$ cat config.mk
export PLATFORM = sky130hd
export DESIGN_NAME = ifetch_prefetch
export DESIGN_NICKNAME = d
export VERILOG_FILES = /design/src/rtl/ifetch_prefetch.sv
export SDC_FILE = /design/constraint.sdc
export NUM_CORES = 2
export LEC_CHECK = 0
export BUFFER_PORTS_ARGS = -buffer_cell sky130_fd_sc_hd__buf_2
export CAP_MARGIN = 5
export CORE_ASPECT_RATIO = 0.75
export CORE_MARGIN = 3
export CORE_UTILIZATION = 55
export DETAILED_ROUTE_END_ITERATION = 10
export HOLD_SLACK_MARGIN = 0.03
export PLACE_DENSITY = 0.71
export SYNTH_ARGS = -nofsm -noshare
export SYNTH_HDL_FRONTEND = slang
export SYNTH_SLANG_ARGS = --single-unit
export TNS_END_PERCENT = 10
$ cat constraint.sdc
create_clock -name i_clock -period 4.1 [get_ports i_clock]
set_input_delay 0.615 -clock i_clock [delete_from_list [all_inputs] [get_ports i_clock]]
set_output_delay 0.615 -clock i_clock [all_outputs]
set_load 0.02 [all_outputs]
$ cat src/rtl/ifetch_prefetch.sv
// Instruction-fetch stage: fetch PC, byte-loadable instruction memory with a one-cycle
// synchronous read, and a prefetch FIFO of {pc, instr} pairs feeding the decode stage.
module ifetch_prefetch #(
    parameter int PC_SIZE      = 32,
    parameter int INST_SIZE    = 32,
    parameter int INSTMEM_ADDR = 8,
    parameter int DATA_SIZE    = 8,
    parameter int QUEUE_DEPTH  = 4
) (
    input  logic                             i_clock,
    input  logic                             i_reset,
    input  logic                             i_pc_en,
    input  logic                             i_stall,
    input  logic                             i_branch,
    input  logic                             i_jal,
    input  logic                             i_jalr,
    input  logic [PC_SIZE-1:0]               i_branch_addr,
    input  logic [PC_SIZE-1:0]               i_jump_addr,
    input  logic [PC_SIZE-1:0]               i_last_reg,
    input  logic                             i_load_mode,
    input  logic                             i_load_we,
    input  logic [INSTMEM_ADDR-1:0]          i_load_addr,
    input  logic [DATA_SIZE-1:0]             i_load_data,
    output logic [PC_SIZE-1:0]               o_pc,
    output logic [PC_SIZE-1:0]               o_next_pc,
    output logic [INST_SIZE-1:0]             o_instr,
    output logic                             o_valid,
    output logic [$clog2(QUEUE_DEPTH+1)-1:0] o_count
);

    localparam int LANES = INST_SIZE / DATA_SIZE;
    localparam int LB    = $clog2(LANES);
    localparam int WA    = INSTMEM_ADDR - LB;
    localparam int WORDS = 1 << WA;
    localparam int PW    = $clog2(QUEUE_DEPTH);
    localparam int CW    = $clog2(QUEUE_DEPTH + 1);

    logic [PC_SIZE-1:0]   fetch_pc_q, fetch_pc_d;
    logic                 inflight_q, inflight_d;
    logic [PC_SIZE-1:0]   inflight_pc_q, inflight_pc_d;
    logic [PW-1:0]        head_q, head_d;
    logic [PW-1:0]        tail_q, tail_d;
    logic [CW-1:0]        count_q, count_d;

    logic [PC_SIZE-1:0]   q_pc_q    [QUEUE_DEPTH];
    logic [INST_SIZE-1:0] q_instr_q [QUEUE_DEPTH];

    logic [DATA_SIZE-1:0] rd_lane_q [LANES];
    logic [INST_SIZE-1:0] rd_data;
    logic [LANES-1:0]     lane_we;
    logic [WA-1:0]        rd_idx;
    logic [WA-1:0]        wr_idx;
    logic                 load_wr;

    logic                 redirect;
    logic                 flush;
    logic [PC_SIZE-1:0]   target;
    logic [CW:0]          occupancy;
    logic                 issue;
    logic                 push;
    logic                 pop;

    assign redirect  = i_jalr | i_jal | i_branch;
    assign flush     = redirect | i_load_mode;
    assign target    = i_jalr ? i_last_reg : (i_jal ? i_jump_addr : i_branch_addr);
    // Reads still in flight hold a reserved slot so a stalled queue can never overflow.
    assign occupancy = {1'b0, count_q} + {{CW{1'b0}}, inflight_q};
    assign issue     = i_pc_en & ~i_load_mode & ~redirect &
                       (occupancy < (CW + 1)'(QUEUE_DEPTH));
    assign push      = inflight_q;
    assign pop       = (count_q != '0) & ~i_stall;

    assign load_wr   = i_load_mode & i_load_we & ~i_reset;
    assign rd_idx    = fetch_pc_q[INSTMEM_ADDR-1:LB];
    assign wr_idx    = i_load_addr[INSTMEM_ADDR-1:LB];

    // One byte-wide RAM per lane so the loader can write single bytes (little-endian).
    genvar gi;
    generate
        for (gi = 0; gi < LANES; gi++) begin : g_lane
            logic [DATA_SIZE-1:0] lane_mem [WORDS];

            assign lane_we[gi] = load_wr && (i_load_addr[LB-1:0] == LB'(gi));
            assign rd_data[gi*DATA_SIZE +: DATA_SIZE] = rd_lane_q[gi];

            always_ff @(posedge i_clock) begin
                if (lane_we[gi]) begin
                    lane_mem[wr_idx] <= i_load_data;
                end
                if (issue) begin
                    rd_lane_q[gi] <= lane_mem[rd_idx];
                end
            end
        end
    endgenerate

    always_comb begin
        fetch_pc_d    = fetch_pc_q;
        inflight_d    = inflight_q;
        inflight_pc_d = inflight_pc_q;
        head_d        = head_q;
        tail_d        = tail_q;
        count_d       = count_q;
        if (flush) begin
            head_d     = '0;
            tail_d     = '0;
            count_d    = '0;
            inflight_d = 1'b0;
            if (redirect) begin
                fetch_pc_d = target & ~PC_SIZE'(3);
            end
        end else begin
            if (pop) begin
                head_d = head_q + PW'(1);
            end
            if (push) begin
                tail_d = tail_q + PW'(1);
            end
            case ({push, pop})
                2'b10:   count_d = count_q + CW'(1);
                2'b01:   count_d = count_q - CW'(1);
                default: count_d = count_q;
            endcase
            inflight_d = issue;
            if (issue) begin
                inflight_pc_d = fetch_pc_q;
                fetch_pc_d    = fetch_pc_q + PC_SIZE'(4);
            end
        end
    end

    always_ff @(posedge i_clock) begin
        if (i_reset) begin
            fetch_pc_q    <= '0;
            inflight_q    <= 1'b0;
            inflight_pc_q <= '0;
            head_q        <= '0;
            tail_q        <= '0;
            count_q       <= '0;
        end else begin
            fetch_pc_q    <= fetch_pc_d;
            inflight_q    <= inflight_d;
            inflight_pc_q <= inflight_pc_d;
            head_q        <= head_d;
            tail_q        <= tail_d;
            count_q       <= count_d;
        end
    end

    // Slot contents need no reset: occupancy alone decides what is visible.
    always_ff @(posedge i_clock) begin
        if (!i_reset && !flush && push) begin
            q_pc_q[tail_q]    <= inflight_pc_q;
            q_instr_q[tail_q] <= rd_data;
        end
    end

    assign o_valid   = (count_q != '0);
    assign o_count   = count_q;
    assign o_pc      = o_valid ? q_pc_q[head_q] : '0;
    assign o_next_pc = o_pc + PC_SIZE'(4);
    assign o_instr   = o_valid ? q_instr_q[head_q] : '0;

endmodule

==> impl_metrics.tcl <==
set metrics [dict create \
    rrSetupSlack_ns 0.49 \
    cts_buffers 209 \
    syn_inst 4459 \
    critical_path.top_delay_family "simple AND/OR/NAND/NOR gates" \
    path_common_cell "nand3_1" \
    cp_slowest_stage_delay_ns 0.44 \
    setup-violations-final 0 \
    ant_nets 0 \
    io_pins 221 \
    vias_per_cell 6.351 \
    synth_edf_count 2328 \
    clock-sinks 2404 \
    p_leak_nw 33.32 \
    drt_wl_total_um 219100 \
    synth_cell_types 59 \
    status "finished, final reports clean" \
    crit_type "reg2out" \
    dp_hpwl_um 141800 \
    area_growth_pct 13.48 \
    fmax_mhz 253.6 \
    drive_gt1_frac 0.3106 \
    syn-cell-area_sq_mm 0.09403 \
    relSlewSlack 0.2738 \
    cts_tree "yes" \
    grt_util_all_layers 0.2517 \
    rsz0062_at_grt "true" \
    grt_pass1_wl_um 322300 \
    antenna_found_initial 13 \
    fin_skew_ns 0.03634 \
    clk_pin_slew_ns 0.06 \
    row_count 130 \
    avgSynthCellArea_sq_um 21.09 \
    place_inst 6990 \
    critPathCaptureType "primary output" \
    dr.first_iter.drc_count 6594 \
    async_flop_share 0 \
    grt_pass1_vias 46490 \
    cp-start-kind "register" \
    grt_max_degree 151 \
    dieArea_sq_mm 0.1760 \
    cts_buffer_depth 3 \
    finalHoldViolations 0 \
    layout_common_cells "edfxtp_1, mux4_2, buf_4" \
    fin_cells 7401 \
    synth_top_area_cell "edfxtp_1" \
    htree_num_levels 4 \
    path_buf_inv 3 \
    fin_crit_sh 0.9617 \
    layout_min_cycle_time_ns 3.943 \
    insertion_delay_ns 0.84 \
    synth_warnings 0 \
    slew_viol_final 0 \
    worstPathArrival_ns 3.33 \
    drtPass1Iterations 7 \
    yosys-top-cells-area "edfxtp_1, mux4_2, dfxtp_1" \
    crit_required_ns 3.48 \
    tightest_slew_ns 1.089 \
    final_common_cell "edfxtp_1" \
    routabilityCongestion 0.8904 \
    overflow 0 \
    coreArea_sq_mm 0.1687 \
    initial_core_util 0.5575 \
    max_cap_viol_count 0 \
    synth-seq-cells 2404 \
    die_x_um 483.4 \
    yosysSeqAreaShare 0.7596 \
    fin_nets 5100 \
    cts-root-buf "clkbuf_16" \
    portBuffers 210 \
    power-per-cell-area_mw_per_mm2 464.5 \
    ys.flop_type "edfxtp_1" \
    cp_slowest_cell "mux4_2" \
    die_y_um 364.1 \
    vias 47010 \
    wire_per_inst_um 29.61 \
    hold_class "in2reg" \
    synth_top_area_frac 0.7434 \
    crit_chain "buf_12 -> clkbuf_8 -> mux4_2 -> nand3_1 -> nor4_4 -> and2_1 -> nand3_1 -> xnor2_1 -> buf_2" \
    drc 0 \
    ir_drop_mv 0.5136 \
    totalPowerFinal_mw 49.57 \
    cp_max_fo 24 \
]
kinds of logic (layout without fill, tap and decap cells):
family | count (synthesis) | after routing | synth area share
compound gates | 249 | 249 | 0.01694
other cells | 1 | 9 | 0.00003988
fa+ha+maj | 8 | 8 | 0.001144
buf+inv | 287 | 977 | 0.01444
flops | 2404 | 2404 | 0.7596
xor+xnor | 38 | 38 | 0.003539
simple gates | 738 | 738 | 0.03485
mux | 734 | 734 | 0.1694
report_power, final:
part / internal (mW) / switching [mW] / total, mW
sequential: 26.9 / 0.108 / 27.1
combinational: 1.30 / 1.80 / 3.10
clock: 10.7 / 8.67 / 19.4
total: 39.0 / 10.6 / 49.6
worst register-to-register path, stage by stage (launching register included):
cell and delay (ns):
dfxtp_4 0.75, buf_12 0.30, buf_4 0.23, mux4_2 0.52
a22oi_1 0.39, a21oi_1 0.13, a211oi_1 0.55, buf_4 0.24
a21oi_1 0.12
synthesized netlist by cell type, types with 4 or more instances:
| master | number |
|---|---|
| and3_1 | 16 |
| a22oi_1 | 79 |
| nor2_1 | 312 |
| and3b_1 | 4 |
| and2_1 | 59 |
| inv_1 | 19 |
| o21ai_0 | 35 |
| mux4_2 | 684 |
| nand4_1 | 6 |
| nor3b_1 | 8 |
| a21oi_1 | 77 |
| edfxtp_1 | 2328 |
| xor2_1 | 14 |
| nor2b_1 | 17 |
| o31ai_1 | 5 |
| clkbuf_1 | 141 |
| or3_1 | 4 |
| buf_2 | 62 |
| nand2b_1 | 4 |
| a211oi_1 | 31 |
| o211ai_1 | 5 |
| buf_6 | 11 |
| dfxtp_1 | 76 |
| nand2_1 | 234 |
| mux2i_1 | 41 |
| buf_1 | 21 |
| nand3_1 | 34 |
| mux2_2 | 8 |
| nor4_1 | 5 |
| nor3_1 | 18 |
| xnor2_1 | 24 |
| ha_1 | 7 |
| buf_4 | 32 |
through the flow:
step	TNS (ns)	hold slack (ns)	worst slack (ns)	utilization	cell area (sq um)
global placement	0	0.4689	0.5652	0.5917	99800
finish	0	0.1604	0.1572	0.6326	106700
floorplan	0	0.4403	0.05731	-	94040
global route	-0.05545	0.1553	-0.04187	0.6326	106700
CTS	-0.03043	0.09865	-0.03043	0.6318	106600
detailed placement	0	0.4694	0.5505	0.5917	99800
routing by layer:
metal,global-route usage,share of wire
met4,0.07124,0.026
met1,0.3863,0.41
met3,0.06006,0.11
met5,0,0.00010
met2,0.3663,0.45
final cells by class:
type	instances	area [sq um]
diodes	5	12.51
clock buffers	260	5548
clock inverters	132	1169
fillers	11150	61970
inverters	20	75.07
multi-input cells	1771	21340
flip-flops and latches	2404	71450
well taps	2244	2808
repair buffers	565	4304
state kept, by name, indices dropped and copies added (netlist names), named ones only:
register,cells
tail_q,2
o_count,3
fetch_pc_q,30
g_lane.lane_mem,2048
head_q,2
inflight_pc_q,30
rd_lane_q,32
inflight_q,1
q_pc_q,120
q_instr_q,128
path summary, 6_finish.rpt:
path	startpoint	cells after the start	to
worst min-delay path	i_last_reg[31]	3	fetch_pc_q[31]$_SDFFE_PP0P_
worst min register to register	fetch_pc_q[30]$_SDFFE_PP0P_	2	inflight_pc_q[30]$_SDFFE_PP0P_
worst max register to register	register	8	rd_lane_q[2][5]$_DFFE_PP_
worst max-delay path	register	9	o_next_pc[29]
timing repair:
| action | 4_1_cts | 5_1_grt |
|---|---|---|
| hold buffers | 0 | 0 |
| endpoints found under the setup margin | 22 | 13 |
| gates resized for setup | 3 | 9 |
| pin swaps | 0 | 2 |
| buffers inserted | 2 | 12 |
Note: power is estimated with default switching activity, not from simulation.
